$ cat config.mk
export PLATFORM = sky130hd
export DESIGN_NAME = fp_result_collector
export DESIGN_NICKNAME = d
export VERILOG_FILES = /design/src/rtl/fp_pkg.sv /design/src/rtl/fp_sync_fifo.sv /design/src/rtl/fp_result_collector.sv
export SDC_FILE = /design/constraint.sdc
export NUM_CORES = 1
export LEC_CHECK = 0
export CELL_PAD_IN_SITES_DETAIL_PLACEMENT = 0
export CELL_PAD_IN_SITES_GLOBAL_PLACEMENT = 1
export CORE_AREA = 8 8 118 120
export CTS_BUF_LIST = sky130_fd_sc_hd__clkbuf_8
export DETAILED_ROUTE_END_ITERATION = 8
export DIE_AREA = 0 0 126 128
export PLACE_DENSITY_LB_ADDON = 0.1
export SLEW_MARGIN = 20
export SYNTH_ARGS = -nofsm -noshare
export SYNTH_HDL_FRONTEND = slang
export SYNTH_SLANG_ARGS = --single-unit
$ cat constraint.sdc
create_clock -name clk -period 6.4 [get_ports clk]
set_clock_uncertainty 0.2 [all_clocks]
set_input_delay 0.96 -clock clk [delete_from_list [all_inputs] [get_ports clk]]
set_output_delay 0.96 -clock clk [all_outputs]
set_load 0.01 [all_outputs]
$ cat src/rtl/fp_pkg.sv
// Shared IEEE754 single-precision definitions: field widths, class encoding
// and the classifier used by the result collector and later stages.
package fp_pkg;

    localparam int unsigned EXP_W   = 8;
    localparam int unsigned MAN_W   = 23;
    localparam int unsigned WORD_W  = 32;
    localparam int unsigned CLASS_W = 3;
    localparam logic [EXP_W-1:0] EXP_MAX = 8'hFF;

    typedef enum logic [CLASS_W-1:0] {
        ZERO = 3'd0,
        SUBN = 3'd1,
        NORM = 3'd2,
        INF  = 3'd3,
        QNAN = 3'd4,
        SNAN = 3'd5
    } fp_class_t;

    typedef struct packed {
        fp_class_t         cls;
        logic [WORD_W-1:0] data;
    } fp_entry_t;

    function automatic fp_class_t fp_classify(input logic [WORD_W-1:0] w);
        logic [EXP_W-1:0] e;
        logic [MAN_W-1:0] m;
        fp_class_t        c;
        e = w[30:23];
        m = w[22:0];
        if (e == '0) begin
            c = (m == '0) ? ZERO : SUBN;
        end else if (e != EXP_MAX) begin
            c = NORM;
        end else if (m == '0) begin
            c = INF;
        end else if (m[MAN_W-1]) begin
            c = QNAN;
        end else begin
            c = SNAN;
        end
        return c;
    endfunction

endpackage

$ cat src/rtl/fp_sync_fifo.sv
// Generic first-word-fall-through FIFO; head word is visible whenever not
// empty and reads as zero when empty.
module fp_sync_fifo #(
    parameter int unsigned WIDTH = 35,
    parameter int unsigned DEPTH = 4
) (
    input  logic                     clk,
    input  logic                     rst,
    input  logic                     push,
    input  logic                     pop,
    input  logic [WIDTH-1:0]         wdata,
    output logic [WIDTH-1:0]         rdata_c,
    output logic [$clog2(DEPTH):0]   count,
    output logic                     full_c,
    output logic                     empty_c
);

    localparam int unsigned AW = $clog2(DEPTH);
    localparam int unsigned CW = AW + 1;

    logic [WIDTH-1:0] mem [DEPTH];
    logic [AW-1:0]    wr_ptr;
    logic [AW-1:0]    rd_ptr;
    logic             do_push;
    logic             do_pop;

    assign empty_c = (count == '0);
    assign full_c  = (count == CW'(DEPTH));
    assign do_pop  = pop & ~empty_c;
    // A push into a full FIFO is only legal when the head leaves the same cycle.
    assign do_push = push & (~full_c | do_pop);
    assign rdata_c = empty_c ? '0 : mem[rd_ptr];

    always_ff @(posedge clk) begin
        if (do_push) begin
            mem[wr_ptr] <= wdata;
        end
    end

    // Pointers wrap naturally because DEPTH is a power of two.
    always_ff @(posedge clk or negedge rst) begin
        if (!rst) begin
            wr_ptr <= '0;
            rd_ptr <= '0;
            count  <= '0;
        end else begin
            if (do_push) wr_ptr <= wr_ptr + AW'(1);
            if (do_pop)  rd_ptr <= rd_ptr + AW'(1);
            case ({do_push, do_pop})
                2'b10:   count <= count + CW'(1);
                2'b01:   count <= count - CW'(1);
                default: count <= count;
            endcase
        end
    end

endmodule

$ cat src/rtl/fp_result_collector.sv
// Captures multiplier results on the rising edge of done, tags them with
// their IEEE754 class and queues them for a valid/ready consumer.
module fp_result_collector
    import fp_pkg::*;
#(
    parameter int unsigned DEPTH = 4,
    parameter int unsigned CNT_W = 8
) (
    input  logic                   clk,
    input  logic                   rst,
    input  logic                   done_in,
    input  logic [31:0]            res_in,
    output logic                   out_valid,
    input  logic                   out_ready,
    output logic [31:0]            out_data,
    output logic                   out_sign,
    output logic [2:0]             out_class,
    output logic [$clog2(DEPTH):0] count,
    output logic                   full,
    output logic [CNT_W-1:0]       drop_cnt
);

    localparam int unsigned ENTRY_W = $bits(fp_entry_t);

    logic               done_q;
    logic               push_c;
    logic               pop_c;
    logic               drop_c;
    logic               empty_c;
    fp_entry_t          wentry;
    fp_entry_t          head;
    logic [ENTRY_W-1:0] rdata_c;

    // done_q resets high so a done level present at reset release is ignored.
    always_ff @(posedge clk or negedge rst) begin
        if (!rst) begin
            done_q <= 1'b1;
        end else begin
            done_q <= done_in;
        end
    end

    assign push_c = done_in & ~done_q;
    assign pop_c  = out_valid & out_ready;
    assign drop_c = push_c & full & ~pop_c;

    assign wentry.cls  = fp_classify(res_in);
    assign wentry.data = res_in;

    fp_sync_fifo #(
        .WIDTH (ENTRY_W),
        .DEPTH (DEPTH)
    ) u_fifo (
        .clk     (clk),
        .rst     (rst),
        .push    (push_c),
        .pop     (pop_c),
        .wdata   (wentry),
        .rdata_c (rdata_c),
        .count   (count),
        .full_c  (full),
        .empty_c (empty_c)
    );

    assign head      = fp_entry_t'(rdata_c);
    assign out_valid = ~empty_c;
    assign out_data  = head.data;
    assign out_sign  = head.data[31];
    assign out_class = 3'(head.cls);

    always_ff @(posedge clk or negedge rst) begin
        if (!rst) begin
            drop_cnt <= '0;
        end else if (drop_c && (drop_cnt != '1)) begin
            drop_cnt <= drop_cnt + CNT_W'(1);
        end
    end

endmodule

==> summary.txt, run 1 <==
Run status
  – Status: finished, final reports clean

Worst hold path
  – WHS Endpoint: drop_cnt[5]
  – Hold Crit Depth: 1
  – Worst hold path class: flop to flop
  – Hold path start: drop_cnt[5]

Route
  – DRC viols: 0
  – Routed len/inst: 20.2 microns
  – First-pass iteration count of the detailed router: 4
  – Via count: 3058
  – DRT Wirelength: around 11 mm
  – DRT iter0 DRCs: 181
  – Vias per std cell: 5.37
  – ANT nets after route: 0

Pwr
  – Power density over cell area: 406 nW/um^2
  – Sequential power share: 44.4%
  – P_int: 2.19 mW
  – Comb power frac: 35.2%
  – Switching pwr: 0.884 mW
  – Maximum vdd drop: 0.221 mV
  – P_leak: 2.53 nW
  – Switching Share: 28.7%
  – Clock power frac: 20.4%

Setup path
  – R2r setup slk: 3.48 ns
  – Crit path max-delay family: buffers and inverters
  – Worst path slowest cell: dfrtp_2
  – Crit Path Class: flop to primary output
  – Cell Chain, Critical Path: buf_4, mux4_2, and2_1, clkdlybuf4s50_1
  – Worst endpoint data arrival time: ~2.9 ns
  – Critical path data required time: 5.24 ns
  – Crit start category: flop
  – CP Depth: 4
  – Buf/Inv on CP: 2
  – Crit path largest cell delay: 0.68 ns
  – Worst r2r src: u_fifo.count[0]
  – Reg2reg end: u_fifo.count[2]
  – Worst reg2reg path depth: 8
  – Maximum fanout along the worst path: 23
  – Crit end category: primary output

STA
  – Slew margin rel.: roughly a third
  – Fin crit share: a little over three fifths
  – Tmin final: 4.04 ns
  – Slew @ Worst Pin: 0.990 ns
  – F_max: approximately 0.25 GHz
  – Final setup margin: 2.36 ns
  – Final Hold Viols: 0
  – RSZ-0062 raised after global routing: no
  – Fin Setup TNS: 0 ns
  – Final setup fails: 0
  – Max Slew Vio Count: 0

CTS
  – Postcts setup bufs: 0
  – Post-cts resize count: 0
  – Post-CTS Hold Fix Bufs: 0
  – Clock latency on the worst-skew pair: 0.41 ns
  – Clock root cell: clkbuf_8
  – Deepest clock path buffer count: 2
  – CTS tree: built
  – CTS sink cnt: 156
  – Num CTS Buffers: 17
  – Htree depth: 4
  – Clk slew on worst S/H paths: about 0.07 ns

Logic synthesis
  – Post-Syn Instances: 316
  – Synthesis-stage register bit count: 156
  – Sequential fraction of the synthesis area: 73.4%
  – Area leader, netlist: edfxtp_1
  – Synth top area share: 67.0%
  – Syn_nets: about 360
  – Unique masters post-synth: 36
  – Yosys Warn Count: 0
  – Mapped Area: 6280 sq um
  – Area contributors post-synth: edfxtp_1, mux4_2, dfrtp_1, and2_1, ha_1
  – Post-Syn Area per Cell: roughly 20 sq um

Die
  – Starting Density: 51.4%
  – Core area: ~12000 sq um
  – Die area: 16100 sq um
  – Die Span Y: 128 microns
  – I/O Pins: 85
  – Core Rows: 41
  – Die W: 126 microns

Place
  – DP HPWL: between 7 and 8 mm
  – I/O Buffers: 84
  – Dpl ws: 2.67 ns
  – GP Congestion: 0.698

Finish
  – Commonest cells after routing, fill and taps aside: edfxtp_1, clkdlybuf4s50_1, mux4_2, and2_1, clkbuf_8
  – Area growth from synthesis to layout: 20.6%
  – Fillers: 936
  – Fraction of final layout cells sized beyond drive strength 1: 19.1%
  – N_diodes: 0
  – Layout Nets: 449
  – Commonest non-fill, non-tap cell in the layout: edfxtp_1

Global routing
  – Initial antenna violation count: 0
  – GRT Residual Overflow: 0
  – First-pass GRT wire length: 18.0 mm
  – All-Layer GR Usage: 14.9%
  – Pin count of the biggest net entering global routing: 38
  – Vias in the first global route: approximately 3300

Run
  – Max Cap Viol: 0
[kinds of logic after synthesis]
logic type	share of synthesized area (%)
AOI/OAI and AO/OA	0.757
and+or+nand+nor	7.75
buffers and inverters	1.89
xor gates and xnor gates	1.81
adders and majority gates	1.51
DFF	73.4
muxes	12.9
[flip-flops by register name, summed over array words and instances, names as in the netlist]
register	cells
u_fifo.rd_ptr	2
u_fifo.mem	140
u_fifo.count	3
done_q	1
drop_cnt	8
u_fifo.wr_ptr	2
[final cells by class]
type | instances | area [sq um] | area share, %
flip-flops and latches | 156 | 4610 | 60.9
clock inverters | 15 | 108 | 1.42
repair buffers | 85 | 848 | 11.2
well taps | 150 | 188 | 2.48
inverters | 7 | 26.3 | 0.347
multi-input cells | 139 | 1560 | 20.6
clock buffers | 17 | 234 | 3.09
[layer usage]
| metal | vias to the layer above | global-route usage (%) | share of wire, % |
|---|---|---|---|
| met3 | 10 | 4.20 | 4.4 |
| li1 | 1421 | - | - |
| met5 | - | 0 | 0 |
| met1 | 1557 | 17.9 | 42 |
| met4 | 0 | 5.38 | 1.2 |
| met2 | 70 | 25.4 | 52 |
[worst reg2reg max path, stage by stage (launching register included)]
cell and delay (ns):
dfrtp_1 0.47, or3_1 0.81, and2_4 0.31, ha_1 0.20, inv_1 0.06, fa_1 0.37
xor2_1 0.15, nor2_1 0.13, xor2_1 0.15
[through the flow]
stage	power (mW)	std cells	cell area [sq um]	utilization, %	hold slack [ns]
after floorplan	2.00	316	6280	-	0.338
after global placement	2.49	537	7230	59.2	0.308
after detailed placement	2.50	537	7230	59.2	0.310
after CTS	3.13	569	7570	62.0	0.325
after global routing	3.25	569	7570	62.0	0.364
final	3.08	569	7570	62.0	0.327
[synthesized netlist by cell type, drive strengths merged]
cell    count
dfrtp      15
and3        1
or3         1
or2         1
o21ai       1
nor2b       2
mux2i       1
inv         7
nand3       3
mux4       35
o22ai       1
edfxtp    140
xnor2       5
nor4        7
mux2        1
fa          1
buf        10
o211ai      2
nor3        4
o21a        1
xor2        8
clkbuf      4
nand4       4
ha          6
nor2        5
nand2       7
nor4b       1
and2       40
dfstp       1
and3b       1
[how the worst max path moves through the flow]
stage / startpoint / slack, ns / endpoint
2_1_floorplan: done_in / 3.36 / u_fifo.mem[0][0]
3_3_place_gp: done_in / 2.70 / u_fifo.mem[1][16]
3_5_place_dp: done_in / 2.67 / u_fifo.mem[1][16]
4_1_cts: u_fifo.rd_ptr[0] / 2.25 / out_data[25]
5_1_grt: u_fifo.rd_ptr[0] / 2.14 / out_data[25]
6_report: u_fifo.rd_ptr[0] / 2.36 / out_data[25]
[power by group through the flow]
stage / clock network (mW) / logic [mW] / registers [mW]
3_3_place_gp: 0 / 1.10 / 1.39
4_1_cts: 0.644 / 1.11 / 1.37
3_5_place_dp: 0 / 1.10 / 1.39
5_1_grt: 0.689 / 1.17 / 1.39
2_1_floorplan: 0 / 0.687 / 1.31
6_report: 0.628 / 1.08 / 1.37
No activity file was read; power rests on OpenSTA's default activity.
==> run 2: changes to the inputs <==
- CORE_AREA: 8 8 118 120 -> 8 8 129 131
- DIE_AREA: 0 0 126 128 -> 0 0 137 139
- clock period: 6.4 -> 3.6 ns (I/O delays scaled with it)
==> summary.txt, run 2 (same netlist as run 1, synthesis figures left out) <==
Run status
  – Status: finished, final reports clean

Pwr
  – Sequential power share: 41.1%
  – Switching pwr: between 1.5 and 2 mW
  – Switching Share: 28.2%
  – P_leak: 2.62 nW
  – P_int: 4.07 mW
  – Clock power frac: between 20% and 30%
  – Comb power frac: between 30% and 40%
  – Maximum vdd drop: around 0.30 mV
  – Power density over cell area: 732 nW/um^2

Finish
  – N_diodes: 0
  – Commonest non-fill, non-tap cell in the layout: edfxtp_1
  – Fraction of final layout cells sized beyond drive strength 1: 19.8%
  – Layout Nets: 459
  – Area growth from synthesis to layout: 23.5%
  – Commonest cells after routing, fill and taps aside: edfxtp_1, clkdlybuf4s50_1, mux4_2, and2_1, clkbuf_8
  – Biggest regs: u_fifo.mem: 140 flops, drop_cnt: 8 flops, u_fifo.count: 3 flops
  – Reg with most FFs: u_fifo.mem
  – Number of flip-flops under the largest register name: 140
  – Design area: 7750 sq um

Global routing
  – All-Layer GR Usage: between 10% and 20%
  – GRT Residual Overflow: 0
  – First-pass GRT wire length: 19.2 mm
  – Initial antenna violation count: 0
  – Pin count of the biggest net entering global routing: 38
  – Vias in the first global route: around 3400

Die
  – Die W: 137 microns
  – Starting Density: 42.6%
  – Core Rows: 45
  – Die area: ~19000 sq um
  – Core area: about 15000 sq um
  – I/O Pins: between 80 and 90
  – Die Span Y: 139 microns

Setup path
  – Crit path max-delay family: buffers and inverters
  – Worst endpoint data arrival time: 2.46 ns
  – R2r setup slk: 1.05 ns
  – Crit path largest cell delay: 0.56 ns
  – Reg2reg end: u_fifo.count[2]
  – Worst r2r src: u_fifo.count[0]
  – Maximum fanout along the worst path: 23
  – Worst reg2reg path depth: 9
  – Crit Path Class: flop to primary output
  – Crit end category: primary output
  – Critical path data required time: ~2.9 ns
  – Worst path slowest cell: mux4_2
  – Cell Chain, Critical Path: buf_4, mux4_2, and2_1, clkdlybuf4s50_1
  – Crit start category: flop
  – Buf/Inv on CP: 2

CTS
  – Num CTS Buffers: 17
  – Htree depth: 4
  – Deepest clock path buffer count: 2
  – CTS tree: built
  – Post-cts resize count: 0
  – Clk slew on worst S/H paths: 0.08 ns
  – Postcts setup bufs: 0
  – Post-CTS Hold Fix Bufs: 0
  – Clock root cell: clkbuf_8
  – CTS sink cnt: 156
  – Clock latency on the worst-skew pair: around 0.44 ns

STA
  – Fin Setup TNS: 0 ns
  – Final Hold Viols: 0
  – Slew margin rel.: 51.9%
  – RSZ-0062 raised after global routing: no
  – Slew @ Worst Pin: around 0.72 ns
  – Fin crit share: 88.8%
  – F_max: 0.313 GHz
  – Tmin final: about 3.2 ns
  – Final setup fails: 0
  – Max Slew Vio Count: 0

Route
  – Via count: 3130
  – DRT Wirelength: 12.2 mm
  – DRT iter0 DRCs: 171
  – First-pass iteration count of the detailed router: 4
  – ANT nets after route: 0
  – Vias per std cell: 5.07
  – DRC viols: 0
  – Routed len/inst: ~20 microns

Place
  – DP HPWL: 7.59 mm
  – I/O Buffers: 84
  – GP Congestion: ~0.72
  – Area of placed instances: 7380 sq um

Worst hold path
  – Worst hold path class: input port to asynchronous set/reset pin

Run
  – Max Cap Viol: 0
-- run 2: worst max path at each step --
stage                           startpoint                to  slack [ns]  depth (start not counted)
after floorplan                    done_in  u_fifo.mem[0][0]        0.98                          4
after global placement             done_in   u_fifo.count[2]        0.64                         10
after detailed placement           done_in   u_fifo.count[2]        0.55                         10
after CTS                 u_fifo.rd_ptr[0]       out_data[0]        0.33                          4
after global routing      u_fifo.rd_ptr[0]      out_data[22]        0.25                          4
final                     u_fifo.rd_ptr[0]       out_data[0]        0.40                          4
-- run 2: per-layer routing --
layer | GRT usage [%] | vias to the layer above | part of all wire (%)
li1 | - | 1438 | -
met4 | 5.84 | 0 | 1.5
met3 | 3.95 | 14 | 5.0
met2 | 22.0 | 71 | 51
met1 | 16.5 | 1607 | 42
met5 | 0 | - | 0
-- run 2: area by class of cell --
type                       instances  area (sq um)
clock buffer                      17           234
clock inverter                    15           140
fill                            1235          7000
inverter                           7          26.3
multi-input combinational        139          1560
sequential                       156          4610
tap                              188           235
timing repair buffer              95           948
-- run 2: metrics by stage --
step / setup WS, ns / hold slack [ns] / power [mW] / std cells / utilization, %
3_5_place_dp: 0.551 / 0.318 / 4.53 / 585 / 50.0
3_3_place_gp: 0.636 / 0.313 / 4.51 / 585 / 50.0
5_1_grt: 0.251 / 0.338 / 5.99 / 617 / 52.5
6_report: 0.404 / 0.325 / 5.67 / 617 / 52.5
2_1_floorplan: 0.982 / 0.0444 / 3.55 / 316 / -
4_1_cts: 0.327 / 0.325 / 5.78 / 617 / 52.5
-- run 2: power by group through the flow --
stage / Sequential [mW] / Clock, mW / Combinational [mW]
3_5_place_dp: 2.37 / 0 / 2.16
6_report: 2.33 / 1.25 / 2.10
5_1_grt: 2.35 / 1.35 / 2.28
3_3_place_gp: 2.36 / 0 / 2.15
4_1_cts: 2.33 / 1.28 / 2.16
2_1_floorplan: 2.33 / 0 / 1.22
